### config.mk
export PLATFORM = sky130hd
export DESIGN_NAME = mux_nx1_rr
export DESIGN_NICKNAME = d
export VERILOG_FILES = /design/src/rtl/mux_nx1_rr.sv
export SDC_FILE = /design/constraint.sdc
export NUM_CORES = 1
export LEC_CHECK = 0
export BUFFER_PORTS_ARGS = -buffer_cell sky130_fd_sc_hd__buf_2
export CAP_MARGIN = 10
export CORE_MARGIN = 2
export CORE_UTILIZATION = 43
export DETAILED_ROUTE_END_ITERATION = 8
export PLACE_DENSITY_LB_ADDON = 0.15
export SETUP_SLACK_MARGIN = 0.3
export SYNTH_ARGS = -nofsm -noshare
export SYNTH_HDL_FRONTEND = slang
export SYNTH_SLANG_ARGS = --single-unit
### constraint.sdc
create_clock -name clk -period 2.9 [get_ports clk]
set_input_delay 0.435 -clock clk [delete_from_list [all_inputs] [get_ports clk]]
set_output_delay 0.435 -clock clk [all_outputs]
set_load 0.01 [all_outputs]
### src/rtl/mux_nx1_rr.sv
// N-to-1 registered mux with valid/ready on every channel; fixed (sel) or round-robin selection.
// Optional per-channel saturating grant counters: define MUX_NX1_GRANT_CNT_EN.
module mux_nx1_rr #(
  parameter int unsigned P = 7,
  parameter int unsigned N = 4,
  parameter int unsigned S = 2
) (
  input  logic             clk,
  input  logic             rst_n,
  input  logic [N*(P+1)-1:0] in_data,
  input  logic [N-1:0]     in_valid,
  output logic [N-1:0]     in_ready,
  input  logic             mode,
  input  logic [S-1:0]     sel,
  output logic [P:0]       out_data,
  output logic [S-1:0]     out_chan,
  output logic             out_valid,
`ifdef MUX_NX1_GRANT_CNT_EN
  output logic [N*16-1:0]  grant_cnt,
`endif
  input  logic             out_ready
);

  logic [S-1:0] ptr_q;
  logic [N-1:0] gnt;
  logic         any_gnt;
  logic [S-1:0] gnt_idx;
  logic [P:0]   gnt_data;
  logic         ld;
  logic         found;
  int unsigned  j;

  assign ld = !out_valid | out_ready;

  always_comb begin
    gnt   = '0;
    found = 1'b0;
    j     = 0;
    if (!mode) begin
      // An out-of-range sel matches no channel, leaving gnt at zero.
      for (int i = 0; i < N; i++) begin
        gnt[i] = in_valid[i] && (sel == S'(i));
      end
    end else begin
      for (int k = 0; k < N; k++) begin
        j = int'(ptr_q) + k;
        if (j >= N) j = j - N;
        if (!found && in_valid[j]) begin
          gnt[j] = 1'b1;
          found  = 1'b1;
        end
      end
    end
  end

  always_comb begin
    gnt_idx  = '0;
    gnt_data = '0;
    for (int i = 0; i < N; i++) begin
      if (gnt[i]) begin
        gnt_idx  = S'(i);
        gnt_data = in_data[i*(P+1) +: (P+1)];
      end
    end
  end

  assign any_gnt  = |gnt;
  assign in_ready = {N{ld}} & gnt;

  always_ff @(posedge clk) begin
    if (!rst_n) begin
      out_valid <= 1'b0;
      out_data  <= '0;
      out_chan  <= '0;
      ptr_q     <= '0;
    end else if (ld) begin
      if (any_gnt) begin
        out_valid <= 1'b1;
        out_data  <= gnt_data;
        out_chan  <= gnt_idx;
        ptr_q     <= (gnt_idx == S'(N - 1)) ? '0 : gnt_idx + S'(1);
      end else begin
        out_valid <= 1'b0;
      end
    end
  end

`ifdef MUX_NX1_GRANT_CNT_EN
  logic [N*16-1:0] cnt_q;

  always_ff @(posedge clk) begin
    for (int i = 0; i < N; i++) begin
      if (!rst_n) begin
        cnt_q[i*16 +: 16] <= '0;
      end else if (in_valid[i] && in_ready[i] && cnt_q[i*16 +: 16] != 16'hFFFF) begin
        cnt_q[i*16 +: 16] <= cnt_q[i*16 +: 16] + 16'd1;
      end
    end
  end

  assign grant_cnt = cnt_q;
`endif

endmodule

==> out/metrics.cfg <==
[cells_and_area]
antenna_cells=0
layout_commonest_cell=buf_2
final_cell_mix=buf_2 (56), nor2_1 (24), buf_4 (18), inv_1 (13), dfxtp_1 (11)
fillers=240
syn2layout_area_growth_pct=54.8
layout-drive-gt1-share_pct=53.0
final_nets=297
multi_input_area_sq_um=1170
instances_no_fill=280
final_area_sq_um=2080
register_area_sq_um=265

[sta]
drv_slew=0
rsz0062_at_grt=yes
hold_slack_ns=0.457
slew_headroom_pct=24.0
final-hold-violation-count=0
worst_slew_pin_slew_ns=1.13
fin_crit_ns=2.82
min_period_over_period_pct=97.3
clock_skew_ns=0.00212
fmax_mhz=355
setup_viol=0

[yosys]
yosysSeqAreaShare_pct=19.3
synth.area.top_cells=dfxtp_1 (19%), nor2_1 (7.3%), ha_1 (6.5%)
synth_cell_types=44
yosys.area.top_type=dfxtp_1
yosysWarnings=0
synth.net_count=224
ys_ff_latch=13
synth_top_area_share_pct=19.3
avgSynthCellArea_sq_um=7.69
synthArstFlopShare_pct=0
synth_top_flop_cell=dfxtp_1
netlist_area_sq_um=1350
netlist_instances=175
synth_edf_count=0

[placement]
io_buffers=56
dpl_cell_area_sq_um=1720
place_hpwl_um=2840
dp_cells=261
gp_congestion=0.858

[die]
die_h_um=59.9
io_pins=57
core_area_sq_um=3000
start_util_pct=44.8
die_area_sq_um=3590
rows=20
die-width_um=59.9

[global_route]
first_global_vias=1477
grt_antenna_before_repair=0
overflow=0
grtUsageTotal_pct=24.7
grt_pass1_wl_um=6770
grt_max_degree=14

[setup_path]
r2r_cells=12
required_ns=2.47
arrival_ns=2.39
crit_type=reg -> out
cp_max_fo=6
worstSetupStartpointType=flip-flop
r2r_setup_slack_ns=0.11
worstSetupEndpointType=primary output

[clocking]
clock_latency_ns=0.28
numCtsBuffers=3
holdBufCountCts=0
cts_root_buf=clkbuf_4
clkTransAtPathRegs_ns=0.08
cts_max_level=1
clock_path_buffers=2
cts_tree=done
clock-sinks=13

[routing]
drt-total-wl_um=4360
num_vias=1609
drt_iter0_markers=154
via_per_inst=5.75
route.detailed.drc=0
routedWlPerCell_um=15.6
dr.pass1.iters=4
route.antenna.remaining_nets=0

[pwr]
ir_worst_vdd_mv=0.496
p_total_mw=1.81
powerDensity_nw_per_um2=869
leakage_nw=0.953

[status]
outcome=finished, final reports clean

[flow_run]
drv_cap=0

[min_path]
hold_class=in -> reg
hold_path_depth=3

[registers in the layout, summed over array words and instances, names as in the netlist]
name	cells
out_chan	2
out_data	8
out_valid	1
ptr_q	2
[routing by layer]
layer / vias to the layer above / track usage [%] / routed length [um]
li1: 787 / - / -
met2: 69 / 39.6 / 2160
met1: 747 / 33.8 / 1840
met3: 6 / 3.90 / 306
met4: 0 / 7.62 / 49
met5: - / 0 / 0
[cells in the mapped netlist (5+ instances only)]
| cell type | instances |
|---|---|
| ha_1 | 7 |
| o311ai_1 | 8 |
| nand2_1 | 5 |
| inv_1 | 17 |
| buf_2 | 6 |
| o21ai_0 | 14 |
| a22oi_1 | 8 |
| a21oi_1 | 12 |
| mux2i_1 | 6 |
| dfxtp_1 | 13 |
| nor2_1 | 26 |
[critical path, stage by stage (launching register included)]
cell	delay [ns]
dfxtp_4	0.39
inv_6	0.04
ha_4	0.29
mux4_2	0.41
nand3b_1	0.26
a221oi_4	0.29
a311oi_4	0.08
buf_6	0.15
nor2_2	0.07
buf_2	0.13
[layout make-up]
class,instances,share of cell area (%)
inverters,17,3.31
well taps,33,1.98
clock buffers,4,1.26
repair buffers,81,24.3
multi-input cells,132,56.4
flip-flops and latches,13,12.7
[report_power, final]
part / switching (mW) / internal, mW / total [mW] / leakage (nW)
logic: 0.724 / 0.670 / 1.39 / 0.829
registers: 0.0485 / 0.250 / 0.298 / 0.109
clock network: 0.0632 / 0.0534 / 0.117 / 0.0150
total: 0.836 / 0.973 / 1.81 / 0.953
[metrics by stage]
step                util (%)  setup TNS (ns)  setup WS (ns)
CTS                     64.5               0          0.115
finish                  69.3               0         0.0796
detailed placement      57.2               0         0.0694
global placement        57.2               0          0.127
global route            69.3         -0.0400        -0.0242
floorplan                  -               0          0.125
[what timing repair did]
item                       4_1_cts  5_1_grt
hold endpoints to repair         0        0
buffers inserted                12        2
gates resized for setup         20       34
gates cloned                     1        0
pin swaps                       12       14
setup endpoints to repair       16       17
[worst paths after layout]
kind,from,end
setup reg to reg,ptr_q[0]$_SDFFE_PN0P_,out_data[3]$_SDFFE_PN0P_
hold reg to reg,out_chan[1]$_SDFFE_PN0P_,out_chan[1]$_SDFFE_PN0P_
hold / removal,in_data[31],out_data[7]$_SDFFE_PN0P_
setup / recovery,ptr_q[0]$_SDFFE_PN0P_,in_ready[2]
[cell families (layout without fill, tap and decap cells)]
group,Yosys count,in the layout,synth area share [%]
compound gates,62,62,33.1
simple gates,54,54,20.7
flops,13,13,19.3
mux,9,9,9.77
fa+ha+maj,7,7,6.51
buf+inv,30,102,10.6
Note: power is estimated with default switching activity, not from simulation.
